File: config.mk
export PLATFORM = sky130hd
export DESIGN_NAME = msrv32_imm_generator
export DESIGN_NICKNAME = d
export VERILOG_FILES = /design/src/rtl/msrv32_imm_generator.sv
export SDC_FILE = /design/constraint.sdc
export NUM_CORES = 1
export LEC_CHECK = 0
export CAP_MARGIN = 40
export CORE_MARGIN = 1.5
export CORE_UTILIZATION = 39
export DETAILED_ROUTE_END_ITERATION = 10
export GPL_ROUTABILITY_DRIVEN = 0
export PLACE_DENSITY = 0.85
export RECOVER_POWER = 25
export SKIP_CTS_REPAIR_TIMING = 1
export SLEW_MARGIN = 15
export SYNTH_ARGS = -nofsm -noshare
export SYNTH_HDL_FRONTEND = slang
export SYNTH_SLANG_ARGS = --single-unit
File: constraint.sdc
create_clock -name ms_riscv32_mp_clk_in -period 1.1 [get_ports ms_riscv32_mp_clk_in]
set_input_delay 0.22 -clock ms_riscv32_mp_clk_in [delete_from_list [all_inputs] [get_ports ms_riscv32_mp_clk_in]]
set_output_delay 0.22 -clock ms_riscv32_mp_clk_in [all_outputs]
set_load 0.05 [all_outputs]
File: src/rtl/msrv32_imm_generator.sv
// Immediate generator: decodes the RISC-V immediate of the selected format from
// instruction bits [31:7] and registers it, one cycle of latency.
module msrv32_imm_generator (
  input  logic        ms_riscv32_mp_clk_in,
  input  logic        ms_riscv32_mp_rst_in,
  input  logic [31:7] instr_in,
  input  logic [2:0]  imm_type_in,
  output logic [31:0] imm_out
);

  typedef enum logic [2:0] {
    IMM_R   = 3'b000,
    IMM_I   = 3'b001,
    IMM_S   = 3'b010,
    IMM_B   = 3'b011,
    IMM_U   = 3'b100,
    IMM_J   = 3'b101,
    IMM_CSR = 3'b110
  } imm_type_e;

  logic        sgn;
  logic [31:0] i_imm;
  logic [31:0] imm_d;
  logic [31:0] imm_q;

  // instr_in[31] is the only sign source for every signed format.
  assign sgn   = instr_in[31];
  assign i_imm = {{20{sgn}}, instr_in[31:20]};

  always_comb begin
    imm_d = i_imm;
    case (imm_type_in)
      IMM_R, IMM_I: imm_d = i_imm;
      IMM_S:        imm_d = {{20{sgn}}, instr_in[31:25], instr_in[11:7]};
      IMM_B:        imm_d = {{20{sgn}}, instr_in[7], instr_in[30:25], instr_in[11:8], 1'b0};
      IMM_U:        imm_d = {instr_in[31:12], 12'h000};
      IMM_J:        imm_d = {{12{sgn}}, instr_in[19:12], instr_in[20], instr_in[30:21], 1'b0};
      IMM_CSR:      imm_d = {27'b0, instr_in[19:15]};
      default:      imm_d = i_imm;
    endcase
  end

  always_ff @(posedge ms_riscv32_mp_clk_in or posedge ms_riscv32_mp_rst_in) begin
    if (ms_riscv32_mp_rst_in) imm_q <= 32'h0000_0000;
    else                      imm_q <= imm_d;
  end

  assign imm_out = imm_q;

endmodule

==> results of run 1 <==
synth_stat cells:
master | number | area, um^2
sky130_fd_sc_hd__inv_2 | 1 | 3.75
sky130_fd_sc_hd__a32o_1 | 1 | 10.0
sky130_fd_sc_hd__o21ai_0 | 5 | 25.0
sky130_fd_sc_hd__nor3_2 | 1 | 10.0
sky130_fd_sc_hd__nor2b_1 | 2 | 12.5
sky130_fd_sc_hd__nand2b_2 | 1 | 8.76
sky130_fd_sc_hd__a21oi_1 | 4 | 20.0
sky130_fd_sc_hd__mux2i_1 | 1 | 10.0
sky130_fd_sc_hd__nand2_1 | 12 | 45.0
sky130_fd_sc_hd__a21bo_2 | 1 | 10.0
sky130_fd_sc_hd__nand2b_1 | 1 | 6.26
sky130_fd_sc_hd__a21o_1 | 11 | 82.6
sky130_fd_sc_hd__nor2b_2 | 1 | 8.76
sky130_fd_sc_hd__nor2_1 | 6 | 22.5
sky130_fd_sc_hd__buf_6 | 1 | 11.3
sky130_fd_sc_hd__a21boi_0 | 1 | 7.51
sky130_fd_sc_hd__and2_1 | 7 | 43.8
sky130_fd_sc_hd__dfrtp_1 | 32 | 801
sky130_fd_sc_hd__and2b_1 | 1 | 7.51
sky130_fd_sc_hd__nor3b_1 | 1 | 7.51
sky130_fd_sc_hd__buf_2 | 3 | 15.0
sky130_fd_sc_hd__a221o_1 | 4 | 40.0
sky130_fd_sc_hd__inv_1 | 1 | 3.75
metrics by stage:
step / instance area [um^2] / total power, uW
5_1_grt: 2390 / 3460
4_1_cts: 2330 / 3320
2_1_floorplan: 1210 / 1800
3_3_place_gp: 2250 / 2400
6_report: 2390 / 3330
3_5_place_dp: 2250 / 2430
final cells by class:
cell class                      count  area (um^2)
Inverter                            2         7.51
Clock buffer                        6         41.3
Sequential cell                    32          801
Timing Repair Buffer               76         1050
Multi-Input combinational cell     61          409
Tap cell                           33         41.3
Fill cell                         153          614
Clock inverter                      2         35.0
power breakdown:
group | switching (uW) | leakage [uW] | internal (uW) | total (uW)
Sequential | 84.1 | 0.000389 | 1270 | 1350
Clock | 415 | 0.0000422 | 476 | 891
Combinational | 537 | 0.000744 | 548 | 1090
final timing paths:
check	depth (start not counted)	startpoint	endpoint	slack, ns
min in group asynchronous	3	ms_riscv32_mp_rst_in	imm_out[19]$_DFF_PP0_	0.42
worst max-delay path	1	imm_out[13]$_DFF_PP0_	imm_out[13]	-0.08
max in group asynchronous	3	ms_riscv32_mp_rst_in	imm_out[5]$_DFF_PP0_	0.19
worst min-delay path	3	imm_type_in[0]	imm_out[11]$_DFF_PP0_	0.33
kinds of logic (layout without fill, tap and decap cells):
group | count (synthesis) | count (layout) | synth area share (%)
flip-flops | 32 | 32 | 66.0
AND/OR/NAND/NOR | 33 | 33 | 14.2
buffers and inverters | 6 | 86 | 2.79
multiplexers | 1 | 1 | 0.826
AO/OA/AOI/OAI | 27 | 27 | 16.1
per-layer routing:
metal / vias to the layer above / global-route usage, %
met4: 0 / 8.77
met2: 59 / 42.4
li1: 492 / -
met3: 8 / 4.18
met5: - / 0
met1: 566 / 29.4
==> impl_metrics.toml, run 1 <==
[sta]
slew_of_the_pin_with_the_lowest_slew_margin_ns = 0.757
drv_slew = 0
timing.final.crit_share_pct = 107
unrepaired_setup_endpoints_after_global_routing = "yes"
holdWs_ns = 0.329
setup_tns_ns = -0.769
max_freq_mhz = 851
setup_viol = 32
post-route-min-period_ns = 1.18
postLayoutSetupSlackWorst_ns = -0.0754
relSlewSlack_pct = 49.5
final-hold-violation-count = 0

[final_layout]
final_cell_mix = "32 x sky130_fd_sc_hd__dfrtp_1, 32 x sky130_fd_sc_hd__buf_12, 26 x sky130_fd_sc_hd__clkdlybuf4s50_1"
post_route_cells_drive_above_1_share_pct = 35.2
largest_register_ffs = 32
area_delta_synth_final_pct = 97.0
final-instance-count-excl-fill = 212
insertedDiodeCount = 0
fin_nets = 208
finish.utilization_pct = 79.5

[worst_setup_path]
path_buf_inv = 1
slowest_library_cell_on_the_worst_path = "sky130_fd_sc_hd__dfrtp_1"
cell_by_cell_trace_of_the_critical_path = "buf_12"
worst-endpoint-arrival_ns = 0.96
worstSetupPathType = "register to primary output"
cp_top_family = "flip-flops"
end_kind = "primary output"
startpoint_type = "register"
timing.critical_path.slowest_cell_delay_ns = 0.44
worstPathMaxFanout = 1
crit_required_ns = 0.88

[clocking]
number_of_buffers_inserted_during_clock_tree_synthesis = 5
clock_transition_at_the_register_clock_pins_on_the_worst_setup_and_hold_paths_after_cts_ns = 0.11
clk_sink_count = 32
tritoncts = "built"
cts.path.max_buffers = 2
clockRootBuffer = "sky130_fd_sc_hd__clkbuf_4"
htree_num_levels = 2

[global_route]
grt_antenna_before_repair = 0
grtUsageTotal_pct = 24.0
first_global_vias = 1144
grt_pass1_wl_mm = 5.89
grt_max_degree = 33
grt.overflow.total = 0

[drt]
route.detailed.wl_per_inst_um = 18.9
routedLengthMet1_mm = 1.47
met2_length_mm = 2.23
number_of_routed_nets_with_antenna_violations = 0
via_per_inst = 5.31
highest-signal-layer = "met4"
drt_iter0_drc = 66
via_count = 1125
detail_route.drc_violations = 0
drt_pass1_iterations = 5
detail_route.wirelength_mm = 4.01
met3_length_um = 229

[die]
die_height_um = 58.8
ioPinCount = 62
coreArea_um2 = 3000
initial_core_util_pct = 40.4
num_rows = 20
fp.dieArea_um2 = 3450
die_w_um = 58.8

[placed_design]
dpl_worst_slack_ns = -0.499
dpl.cell_count = 200
buffer_ports.inserted = 61
hpwl_mm = 2.77

[status]
violations = "negative setup slack"
outcome = "complete, but fails checks"

[yosys]
netlist_area_um2 = 1210
syn-num-nets = 129
yosys_warnings = 0
syn_inst = 99
synthesis.area_per_instance_um2 = 12.2
netlist-cell-type-count = 23
seq_area_frac_synth_pct = 66.0
synth_seq_cells = 32

[worst_hold_path]
min-delay-path-class = "input port to register"

[pwr]
vdd_drop_max_mv = 0.808
cellPowerDensity_nw_per_um2 = 1390
p_leak_uw = 0.00118

[run]
max_cap_viol_count = 0
(Power assumes the default switching activity.)
==> inputs of run 2 (changes only) <==
--- a/config.mk
+++ b/config.mk
@@ -6,7 +6,7 @@
 export NUM_CORES = 1
 export LEC_CHECK = 0
 export CAP_MARGIN = 40
-export CORE_MARGIN = 1.5
+export CORE_MARGIN = 2
 export CORE_UTILIZATION = 39
 export DETAILED_ROUTE_END_ITERATION = 10
 export GPL_ROUTABILITY_DRIVEN = 0
==> constraint.sdc (replaced) <==
create_clock -name ms_riscv32_mp_clk_in -period 1.15 [get_ports ms_riscv32_mp_clk_in]
set_input_delay 0.23 -clock ms_riscv32_mp_clk_in [delete_from_list [all_inputs] [get_ports ms_riscv32_mp_clk_in]]
set_output_delay 0.23 -clock ms_riscv32_mp_clk_in [all_outputs]
set_load 0.05 [all_outputs]
==> run 2 against run 1 <==
Against the previous run:
- the flow still finishes with violations (negative setup slack)
- worst setup slack gained 0.048 ns
- non-clock buffer count is 2 lower
- total power shrank 3.8%
- combinational power shrank 6%
- die area grew 3.4%
- sequential power shrank 4%
- flip-flop and latch count did not move
- first-iteration DRC count down 53%
- critical endpoint is now imm_out[13]$_DFF_PP0_
==> impl_metrics.toml, run 2 (synthesized netlist as in run 1, its figures left out) <==
[drt]
via_per_inst = 5.32
route.detailed.wl_per_inst_um = 18.9
detail_route.drc_violations = 0
drt_pass1_iterations = 5
detail_route.wirelength_mm = 3.97
drt_iter0_drc = 31
number_of_routed_nets_with_antenna_violations = 0
via_count = 1117

[sta]
setup_tns_ns = -0.197
slew_of_the_pin_with_the_lowest_slew_margin_ns = 0.784
postLayoutSetupSlackWorst_ns = -0.0269
post-route-min-period_ns = 1.18
final-hold-violation-count = 0
max_freq_mhz = 850
timing.final.crit_share_pct = 102
unrepaired_setup_endpoints_after_global_routing = "yes"
drv_slew = 0
relSlewSlack_pct = 47.7
setup_viol = 19

[clocking]
clk_sink_count = 32
htree_num_levels = 2
cts.path.max_buffers = 2
number_of_buffers_inserted_during_clock_tree_synthesis = 5
tritoncts = "built"
clockRootBuffer = "sky130_fd_sc_hd__clkbuf_4"
clock_transition_at_the_register_clock_pins_on_the_worst_setup_and_hold_paths_after_cts_ns = 0.11

[worst_setup_path]
timing.critical_path.slowest_cell_delay_ns = 0.52
startpoint_type = "input port"
worstPathMaxFanout = 6
worst-endpoint-arrival_ns = 1.40
worstSetupPathType = "input port to register"
end_kind = "register"
slowest_library_cell_on_the_worst_path = "sky130_fd_sc_hd__clkdlybuf4s50_1"
crit_required_ns = 1.37
cell_by_cell_trace_of_the_critical_path = "clkdlybuf4s50_1 -> buf_6 -> buf_6 -> and2b_2 -> nand2_1 -> nand2_1"

[die]
fp.dieArea_um2 = 3570
ioPinCount = 62
initial_core_util_pct = 40.4
coreArea_um2 = 3000
num_rows = 20
die_height_um = 59.8
die_w_um = 59.8

[worst_hold_path]
hold-path-endpoint = "imm_out[11]$_DFF_PP0_"
min_delay_path_depth = 2
holdCritStartpoint = "imm_type_in[0]"
min-delay-path-class = "input port to register"

[final_layout]
post_route_cells_drive_above_1_share_pct = 37.3
nFillCells = 155
finish.utilization_pct = 79.3
seqCellArea_um2 = 801
largest_register_ffs = 32
insertedDiodeCount = 0
area_delta_synth_final_pct = 96.5
final_cell_mix = "32 x sky130_fd_sc_hd__dfrtp_1, 32 x sky130_fd_sc_hd__buf_12, 27 x sky130_fd_sc_hd__clkdlybuf4s50_1"
multi_input_area_um2 = 414
final-instance-count-excl-fill = 210
fin_nets = 206

[global_route]
grt_pass1_wl_mm = 5.89
grt.overflow.total = 0
grt_max_degree = 33
grt_antenna_before_repair = 0
first_global_vias = 1182
grtUsageTotal_pct = 23.7

[pwr]
p_leak_uw = 0.00115
power.sequential.fraction_pct = 40.4
cellPowerDensity_nw_per_um2 = 1340
comb_power_share_pct = 32.2
p_sw_share_pct = 31.8
vdd_drop_max_mv = 0.907
relative_contribution_of_the_clock_network_to_total_power_pct = 27.3
internal_power_contribution_uw = 2190
switching_power_uw = 1020

[placed_design]
hpwl_mm = 2.67
buffer_ports.inserted = 61
dpl.cell_count = 200

[status]
outcome = "complete, but fails checks"
violations = "negative setup slack"

[run]
max_cap_viol_count = 0
## run 2: cell types whose count changed in the layout (fill, tap and decap cells not counted), sizes merged
cell / previous run / this run
clkinvlp: 0 / 1
dlymetal6s2s: 3 / 2
buf: 46 / 44
clkbuf: 7 / 6
clkdlybuf4s50: 26 / 27
## run 2: cell type report
cell class / count / share of cell area, %
multi-input cells: 61 / 17.4
clock inverters: 3 / 1.79
clock buffers: 5 / 1.58
flip-flops and latches: 32 / 33.6
inverters: 2 / 0.315
well taps: 33 / 1.73
repair buffers: 74 / 43.6
## run 2: power by group through the flow
stage | clock (uW) | combinational, uW | sequential [uW]
finish | 875 | 1030 | 1300
global route | 924 | 1070 | 1300
CTS | 877 | 1020 | 1300
detailed placement | 0 | 1010 | 1320
global placement | 0 | 987 | 1310
floorplan | 0 | 140 | 1580
## run 2: critical path: cells and delay by family
family                 cells  cell delay [ns]
buffers and inverters      3             0.78
and+or+nand+nor            3             0.38
## run 2: worst max path at each step
stage | startpoint | to
5_1_grt | imm_out[19]$_DFF_PP0_ | imm_out[19]
3_3_place_gp | imm_type_in[2] | imm_out[22]$_DFF_PP0_
6_report | imm_type_in[1] | imm_out[13]$_DFF_PP0_
2_1_floorplan | imm_type_in[0] | imm_out[20]$_DFF_PP0_
4_1_cts | imm_type_in[2] | imm_out[20]$_DFF_PP0_
3_5_place_dp | imm_type_in[2] | imm_out[27]$_DFF_PP0_
## run 2: per-stage QoR
stage	setup slack [ns]	instance area, um^2	power, uW	hold WS, ns
after floorplan	0.166	1210	1720	0.343
after global placement	-0.526	2250	2300	0.576
after detailed placement	-0.619	2250	2330	0.615
after CTS	-0.265	2330	3190	0.253
after global routing	-0.0449	2380	3300	0.187
final	-0.0269	2380	3200	0.193
## run 2: metal layers
layer	vias up	share of wire, %	global-route usage (%)
met1	554	37	27.2
met5	-	0	0
met3	17	5.1	3.46
met4	0	4.3	14.0
met2	54	53	41.5
li1	492	-	-
==> inputs of run 3 (changes only) <==
--- a/config.mk
+++ b/config.mk
@@ -5,7 +5,6 @@
 export SDC_FILE = /design/constraint.sdc
 export NUM_CORES = 1
 export LEC_CHECK = 0
-export CAP_MARGIN = 40
 export CORE_MARGIN = 2
 export CORE_UTILIZATION = 39
 export DETAILED_ROUTE_END_ITERATION = 10
==> results of run 3 <==
No change in the layout: final DEF, timing and power equal those of run 2.
